[src/rtl/adma_pkg.sv]
// adma_pkg: shared types and constants for the ADMA descriptor fetch unit.
package adma_pkg;

   typedef enum logic [2:0] {
      ST_IDLE    = 3'd0,
      ST_WAIT    = 3'd1,
      ST_READ    = 3'd2,
      ST_DECODE  = 3'd3,
      ST_PRESENT = 3'd4
   } adma_state_e;

   localparam logic [1:0]  ADMA_ACT_NOP  = 2'b00;
   localparam logic [1:0]  ADMA_ACT_RSVD = 2'b01;
   localparam logic [1:0]  ADMA_ACT_TRAN = 2'b10;
   localparam logic [1:0]  ADMA_ACT_LINK = 2'b11;

   localparam int          ADMA_ATTR_VALID  = 0;
   localparam int          ADMA_ATTR_END    = 1;
   localparam int          ADMA_ATTR_INT    = 2;
   localparam int          ADMA_ATTR_ACT_LO = 4;

   localparam int          ADMA_DESC_BYTES = 8;
   localparam logic [15:0] ADMA_MAX_LEN    = 16'd4095;

   // A descriptor is malformed when its valid bit is clear or its length exceeds 12 bits.
   function automatic logic adma_desc_bad(input logic [7:0] attr, input logic [15:0] len);
      return (attr[ADMA_ATTR_VALID] == 1'b0) || (len > ADMA_MAX_LEN);
   endfunction

endpackage

[src/rtl/adma_desc_shreg.sv]
// adma_desc_shreg: 8-byte descriptor capture register written one byte at a time.
module adma_desc_shreg (
   input  logic        clk,
   input  logic        rst,
   input  logic        i_clr,
   input  logic        i_we,
   input  logic [2:0]  i_idx,
   input  logic [7:0]  i_byte,
   output logic [63:0] o_desc
);

   logic [63:0] r_desc;

   // Capture the addressed byte; clear discards any partially assembled descriptor.
   always_ff @(posedge clk or posedge rst) begin
      if (rst) begin
         r_desc <= 64'd0;
      end else if (i_clr) begin
         r_desc <= 64'd0;
      end else if (i_we) begin
         r_desc[{i_idx, 3'b000} +: 8] <= i_byte;
      end else begin
         r_desc <= r_desc;
      end
   end

   assign o_desc = r_desc;

endmodule

[src/rtl/adma_desc_fetch.sv]
// adma_desc_fetch: reads 8-byte ADMA descriptors from RAM, decodes and presents them.
// Optional feature macro: ADMA_LINK_EN (link descriptors are followed, not presented).
module adma_desc_fetch
   import adma_pkg::*;
(
   input  logic        clk_in_1,
   input  logic        reset_1,
   input  logic        start_1,
   input  logic [63:0] desc_base,
   input  logic        fetch_req,
   output logic        ram_rd_o,
   output logic [63:0] ram_addr_o,
   input  logic [7:0]  ram_data_i,
   output logic        valid_2,
   output logic        end_2,
   output logic [1:0]  tran_2,
   output logic        int_2,
   output logic [11:0] block_size,
   output logic [63:0] addr_RAM_i,
   output logic        error_1,
   output logic        fetch_busy
);

   adma_state_e r_state, w_state_next;
   logic [63:0] r_ptr;
   logic [3:0]  r_cnt;
   logic        r_valid, r_end, r_int, r_error;
   logic [1:0]  r_tran;
   logic [11:0] r_blk;
   logic [63:0] r_daddr;

   logic [63:0] w_desc;
   logic [7:0]  w_attr;
   logic [15:0] w_len;
   logic [31:0] w_daddr;
   logic        w_bad, w_is_link, w_we;
   logic        w_unused_bits;

   assign w_attr  = w_desc[7:0];
   assign w_len   = w_desc[31:16];
   assign w_daddr = w_desc[63:32];
   assign w_bad   = adma_desc_bad(w_attr, w_len);
   assign w_unused_bits = ^{w_desc[15:8], w_attr[7:6], w_attr[3]};

`ifdef ADMA_LINK_EN
   assign w_is_link = (w_attr[ADMA_ATTR_ACT_LO +: 2] == ADMA_ACT_LINK);
`else
   assign w_is_link = 1'b0;
`endif

   // RAM data lags the strobe by one cycle, so count N captures byte N-1.
   assign w_we = (r_state == ST_READ) && (r_cnt != 4'd0) && !start_1;

   adma_desc_shreg u_shreg (
      .clk    (clk_in_1),
      .rst    (reset_1),
      .i_clr  (start_1),
      .i_we   (w_we),
      .i_idx  (r_cnt[2:0] - 3'd1),
      .i_byte (ram_data_i),
      .o_desc (w_desc)
   );

   // State register.
   always_ff @(posedge clk_in_1 or posedge reset_1) begin
      if (reset_1) begin
         r_state <= ST_IDLE;
      end else begin
         r_state <= w_state_next;
      end
   end

   // Next-state logic; start_1 overrides everything, including fetch_req.
   always_comb begin
      w_state_next = r_state;
      if (start_1) begin
         w_state_next = ST_WAIT;
      end else begin
         case (r_state)
            ST_IDLE:    w_state_next = ST_IDLE;
            ST_WAIT:    w_state_next = fetch_req ? ST_READ : ST_WAIT;
            ST_READ:    w_state_next = (r_cnt == 4'd8) ? ST_DECODE : ST_READ;
            ST_DECODE: begin
               if (w_bad) begin
                  w_state_next = ST_IDLE;
               end else if (w_is_link) begin
                  w_state_next = w_attr[ADMA_ATTR_END] ? ST_IDLE : ST_READ;
               end else begin
                  w_state_next = ST_PRESENT;
               end
            end
            ST_PRESENT: w_state_next = r_end ? ST_IDLE : ST_WAIT;
            default:    w_state_next = ST_IDLE;
         endcase
      end
   end

   // Output decode: RAM strobe and address only during the 8 strobe cycles of READ.
   always_comb begin
      ram_rd_o   = 1'b0;
      ram_addr_o = 64'd0;
      fetch_busy = 1'b0;
      case (r_state)
         ST_READ: begin
            fetch_busy = 1'b1;
            if (!r_cnt[3]) begin
               ram_rd_o   = 1'b1;
               ram_addr_o = r_ptr + {60'd0, r_cnt};
            end else begin
               ram_rd_o   = 1'b0;
            end
         end
         ST_DECODE: fetch_busy = 1'b1;
         default:   fetch_busy = 1'b0;
      endcase
   end

   // Datapath: byte counter, descriptor pointer, presented fields and strobes.
   always_ff @(posedge clk_in_1 or posedge reset_1) begin
      if (reset_1) begin
         r_ptr   <= 64'd0;
         r_cnt   <= 4'd0;
         r_valid <= 1'b0;
         r_error <= 1'b0;
         r_end   <= 1'b0;
         r_int   <= 1'b0;
         r_tran  <= 2'b00;
         r_blk   <= 12'd0;
         r_daddr <= 64'd0;
      end else begin
         r_valid <= 1'b0;
         r_error <= 1'b0;
         if (start_1) begin
            r_ptr <= desc_base;
            r_cnt <= 4'd0;
         end else begin
            case (r_state)
               ST_READ:   r_cnt <= (r_cnt == 4'd8) ? 4'd0 : r_cnt + 4'd1;
               ST_DECODE: begin
                  r_cnt <= 4'd0;
                  if (w_bad) begin
                     r_error <= 1'b1;
                  end else if (w_is_link) begin
                     r_ptr <= {32'd0, w_daddr};
                  end else begin
                     r_valid <= 1'b1;
                     r_end   <= w_attr[ADMA_ATTR_END];
                     r_int   <= w_attr[ADMA_ATTR_INT];
                     r_tran  <= w_attr[ADMA_ATTR_ACT_LO +: 2];
                     r_blk   <= w_len[11:0];
                     r_daddr <= {32'd0, w_daddr};
                     r_ptr   <= r_ptr + 64'd8;
                  end
               end
               default:   r_cnt <= 4'd0;
            endcase
         end
      end
   end

   assign valid_2    = r_valid;
   assign error_1    = r_error;
   assign end_2      = r_end;
   assign int_2      = r_int;
   assign tran_2     = r_tran;
   assign block_size = r_blk;
   assign addr_RAM_i = r_daddr;

endmodule
[config.mk]
export PLATFORM = sky130hd
export DESIGN_NAME = adma_desc_fetch
export DESIGN_NICKNAME = d
export VERILOG_FILES = /design/src/rtl/adma_pkg.sv /design/src/rtl/adma_desc_shreg.sv /design/src/rtl/adma_desc_fetch.sv
export SDC_FILE = /design/constraint.sdc
export NUM_CORES = 1
export LEC_CHECK = 0
export BUFFER_PORTS_ARGS = -buffer_cell sky130_fd_sc_hd__buf_2
export CAP_MARGIN = 20
export CELL_PAD_IN_SITES_DETAIL_PLACEMENT = 1
export CELL_PAD_IN_SITES_GLOBAL_PLACEMENT = 1
export CORE_MARGIN = 4
export CORE_UTILIZATION = 43
export CTS_BUF_LIST = sky130_fd_sc_hd__clkbuf_4 sky130_fd_sc_hd__clkbuf_8
export CTS_CLUSTER_DIAMETER = 30
export CTS_CLUSTER_SIZE = 24
export DETAILED_ROUTE_END_ITERATION = 12
export HOLD_SLACK_MARGIN = 0.06
export PLACE_DENSITY_LB_ADDON = 0.05
export SYNTH_ARGS = -nofsm -noshare
export SYNTH_HDL_FRONTEND = slang
export SYNTH_HIERARCHICAL = 1
export SYNTH_SLANG_ARGS = --single-unit
[constraint.sdc]
create_clock -name clk_in_1 -period 4.3 [get_ports clk_in_1]
set_input_delay 0.645 -clock clk_in_1 [delete_from_list [all_inputs] [get_ports clk_in_1]]
set_output_delay 0.645 -clock clk_in_1 [all_outputs]
set_load 0.01 [all_outputs]
# Word level (Yosys, flattened, before mapping)
# Index checks and enable logic that the tools add are counted.
# W data, S select, Z words.
dict set report totals {
  inputBits 76
  regBits 185
  elab_cells 64
  out_inout_bits 148
}
dict set report op_classes {
  n_addsub 5
  n_reduce_logical 10
  order_cmp 1
  n_bitwise 3
  eq_ne 6
  n_mux 26
  shifts 2
}
# operator count
set ops {}
lappend ops {{$mux W64} 7}
lappend ops {{$add A64 B4 Y64} 1}
lappend ops {{$add A64 B4 Y64 const B} 1}
lappend ops {{$bwmux W64} 1}
lappend ops {{$shift A8 B8 Y64 const A} 1}
lappend ops {{$shiftx A8 B8 Y64} 1}
lappend ops {{$gt A16 B12 Y1 const B} 1}
lappend ops {{$mux W4} 3}
lappend ops {{$pmux W3 S4} 1}
lappend ops {{$mux W1} 11}
lappend ops {{$neg A6 Y8} 1}
lappend ops {{$eq A3 B2 Y1 const B} 2}
lappend ops {{$mux W3} 2}
lappend ops {{$add A4 B1 Y4 const B} 1}
lappend ops {{$eq A4 B4 Y1 const B} 1}
lappend ops {{$reduce_bool A2 Y1} 2}
lappend ops {{$reduce_bool A4 Y1} 1}
lappend ops {{$eq A3 B1 Y1 const B} 1}
lappend ops {{$eq A3 B3 Y1 const B} 1}
lappend ops {{$not A1 Y1} 3}
lappend ops {{$reduce_and A3 Y1} 1}
lappend ops {{$sub A3 B1 Y3 const B} 1}
lappend ops {{$logic_and A1 B1 Y1} 2}
lappend ops {{$mux W2} 1}
lappend ops {{other kinds (5)} 5}

# Depth between registers and ports, before layout
dict set report depth {
  word_depth 6
  mapped_depth 10
  depth_no_buf 9
}

# Modules after synthesis
# Netlist, hierarchy kept.
# mod area_per_inst_um2 cells_per_inst seq_area_each_um2 instances
set by_module_without_submodules {}
lappend by_module_without_submodules {adma_desc_fetch 7688.6 891 3027.9 1}
lappend by_module_without_submodules {adma_desc_shreg 2942.8 240 1601.5 1}

# Least setup slack after synthesis
# Ideal clock, no wire load.
dict set report synth_timing {
  path_type {register -> output}
  start {register r_cnt[0]}
  end {output port ram_addr_o[52]}
  arrival_time_ps 2431
  path_buffers 0
  setup_slack_ps 1224
  t_required_ps 3655
  stages_incl_launch_ff 9
  cell_sequence {dfrtp_1 -> ha_1 -> inv_1 -> fa_1 -> nand2b_1 -> a21oi_1 -> nand4_1 -> or4_1 -> a21oi_1}
}
dict set report synth_via {
  elab_chain_cells 3
}
# element line
set synth_rtl {}
lappend synth_rtl {{from (decl)} adma_desc_fetch.sv:26} ;# logic [3:0] r_cnt;
lappend synth_rtl {{from (signal assigned)} adma_desc_fetch.sv:138} ;# ST_READ: r_cnt <= (r_cnt == 4'd8) ? 4'd0 : r_cnt + 4'd1;
lappend synth_rtl {{$add A64 B4 Y64} adma_desc_fetch.sv:108} ;# ram_addr_o = r_ptr + {60'd0, r_cnt};
lappend synth_rtl {{$mux W64} adma_desc_fetch.sv:106} ;# if (!r_cnt[3]) begin
lappend synth_rtl {{$mux W64} adma_desc_fetch.sv:103} ;# case (r_state)
lappend synth_rtl {{to (decl)} adma_desc_fetch.sv:12} ;# output logic [63:0] ram_addr_o,
# No other way between the ends.

# Worst setup path after layout
dict set report layout_timing {
  start {register r_ptr[9]}
  end {output port ram_addr_o[57]}
}
dict set report layout_via {
  elab_chain_cells 3
}
# element line
set layout_rtl {}
lappend layout_rtl {{from (decl)} adma_desc_fetch.sv:25} ;# logic [63:0] r_ptr;
lappend layout_rtl {{from (signal assigned)} adma_desc_fetch.sv:134} ;# r_ptr <= desc_base;
lappend layout_rtl {{from (signal assigned)} adma_desc_fetch.sv:144} ;# r_ptr <= {32'd0, w_daddr};
lappend layout_rtl {{from (signal assigned)} adma_desc_fetch.sv:152} ;# r_ptr <= r_ptr + 64'd8;
lappend layout_rtl {{$add A64 B4 Y64} adma_desc_fetch.sv:108}
lappend layout_rtl {{$mux W64} adma_desc_fetch.sv:106}
lappend layout_rtl {{$mux W64} adma_desc_fetch.sv:103}
# No other way between the ends.

==> impl_metrics.yaml <==
die:
  core-area_sq_um: 23300
  die_h_um: 162
  die-area_sq_um: 26200
  initial_core_util_pct: 43.6
  boundaryPins: 224
  rows: 56
  die_x_um: 162
finish:
  nets: 1334
  nFillCells: 2785
  final_common_cell: "buf_2"
  drive_above_1_share_pct: 24.9
  diodes: 0
  synthToLayoutAreaGrowth_pct: 14.9
  final_cell_mix: "190 x buf_2, 174 x dfrtp_1, 91 x nand2_1, 86 x nor2_1, 79 x o21ai_0"
  fin_util_pct: 50.1
  finalNonFillerCells: 1578
sta:
  finalCritPeriodShare_pct: 90.2
  fin_skew_ns: 0.0217
  min_period_ns: 3.88
  whs_ns: 0.196
  tns_ns: 0
  max_slew_margin_pct: 39.0
  setup_viol: 0
  tightestPinTransition_ns: 0.907
  slew_violations: 0
  max_freq_ghz: 0.258
  timing.final.ws_setup_ns: 0.423
  rsz0062_at_grt: "no"
  finalHoldViolations: 0
worst_setup_path:
  cp_cell_sequence: "nand4_1 > nor4_2 > nand4_1 > or3_1 > a21oi_1 > buf_2"
  critPathLaunchType: "register"
  r2r-end: "r_ptr[63]"
  cpMostUsedCell: "nand4_1"
  cp_slowest_stage_delay_ns: 0.81
  required_ns: 3.65
  r2r_start: "u_shreg/o_desc[31]"
  r2r_cells: 5
  critPathArrivalTime_ns: 3.23
  endpoint_kind: "output port"
  cp_max_fo: 7
  crit_type: "reg2out"
  cp_slowest_cell: "nor4_2"
  r2r_setup_slack_ns: 1.24
yosys:
  yosys_warnings: 6
  syn_area_sq_um: 10200
  syn_area_per_cell_sq_um: 9.27
  syn_inst: 1097
place:
  dpl.hpwl_mm: 23.1
  io_buffers: 191
  dp_worst_setup_slack_ns: 0.780
  dp_cells: 1545
  finalWeightedCongestion: 0.912
routing:
  first_iter_violations: 445
  routed_via_density: 5.46
  drt-wirelength-per-cell_um: 20.1
  drt.antenna.violating_nets: 0
  drt_first_pass_iters: 4
  num_vias: 8622
  drcViolationCount: 0
  routed_wirelength_mm: 31.8
cts:
  clockBufferDepth: 2
  htreeDepth: 4
  cts_sinks: 174
  cts.reportedPaths.clkPinSlew_ns: 0.11
  ctsResizeCount: 0
  cts_made_buffers: 17
  cts_root_buf: "clkbuf_8"
  cts_tree: "built"
  clkLatencyLatePin_ns: 0.47
run:
  drv_cap: 0
run_status:
  status: "complete, no violations"
power_and_ir_drop:
  p_per_area_nw_per_um2: 287
  ir_drop_uv: 246
  cellLeakagePower_nw: 5.54
global_route:
  grt_overflow_total: 0
  grt_pass1_vias: 8842
  gr-usage-all-layers_pct: 23.9
  grt_max_degree: 86
  grt_pass1_wl_mm: 49.7
  antenna_found_initial: 7
min_path:
  hold_class: "in2async"
[report_power, final]
group          internal [mW]  total, mW  switching [mW]
Sequential              1.69       1.80           0.110
Combinational          0.132      0.353           0.222
Clock                  0.491       1.20           0.709
[registers in the layout, indices dropped and copies added (netlist names), 2 cells and up]
signal / count
addr_RAM_i: 32
tran_2: 2
r_ptr: 64
r_cnt: 4
block_size: 12
r_state: 3
u_shreg/o_desc: 53
[per-layer routing]
metal	vias up	global-route usage, %	part of all wire [%]
met2	209	40.2	49
met5	-	0	0.28
met3	43	5.20	4.8
met4	14	5.54	1.9
li1	4063	-	-
met1	4293	31.8	44
[critical path, delay by kind of cell, from the launching register on]
family	cells	cell delay [ns]
flops	1	0.51
compound gates	1	0.18
simple gates	4	1.92
buf+inv	1	0.16
[worst max path at each step]
stage | end | from | depth (start not counted)
6_report | ram_addr_o[57] | r_ptr[9] | 6
5_1_grt | ram_addr_o[59] | r_ptr[34] | 6
4_1_cts | ram_addr_o[52] | r_cnt[0] | 10
3_5_place_dp | ram_addr_o[52] | r_cnt[0] | 10
3_3_place_gp | ram_addr_o[52] | r_cnt[0] | 10
2_1_floorplan | addr_RAM_i[0] | reset_1 | 1
[area by class of cell]
type,count,area [sq um],share of cell area [%]
multi-input cells,820,5310,45.4
clock inverters,14,169,1.45
flip-flops and latches,174,4350,37.3
repair buffers,214,1140,9.79
inverters,20,77.6,0.664
well taps,319,399,3.42
clock buffers,17,234,2.00
[repair_timing]
| item | in CTS | in global routing |
|---|---|---|
| setup buffers | 0 | 2 |
| hold buffers | 0 | 0 |
| setup endpoints to repair | 0 | 1 |
[through the flow]
stage          area [sq um]  power, mW
6_report              11700       3.35
5_1_grt               11700       3.51
4_1_cts               11700       3.39
3_5_place_dp          11300       2.19
3_3_place_gp          11300       2.18
2_1_floorplan         10300       2.06
Power figures use the tool's default switching activity.
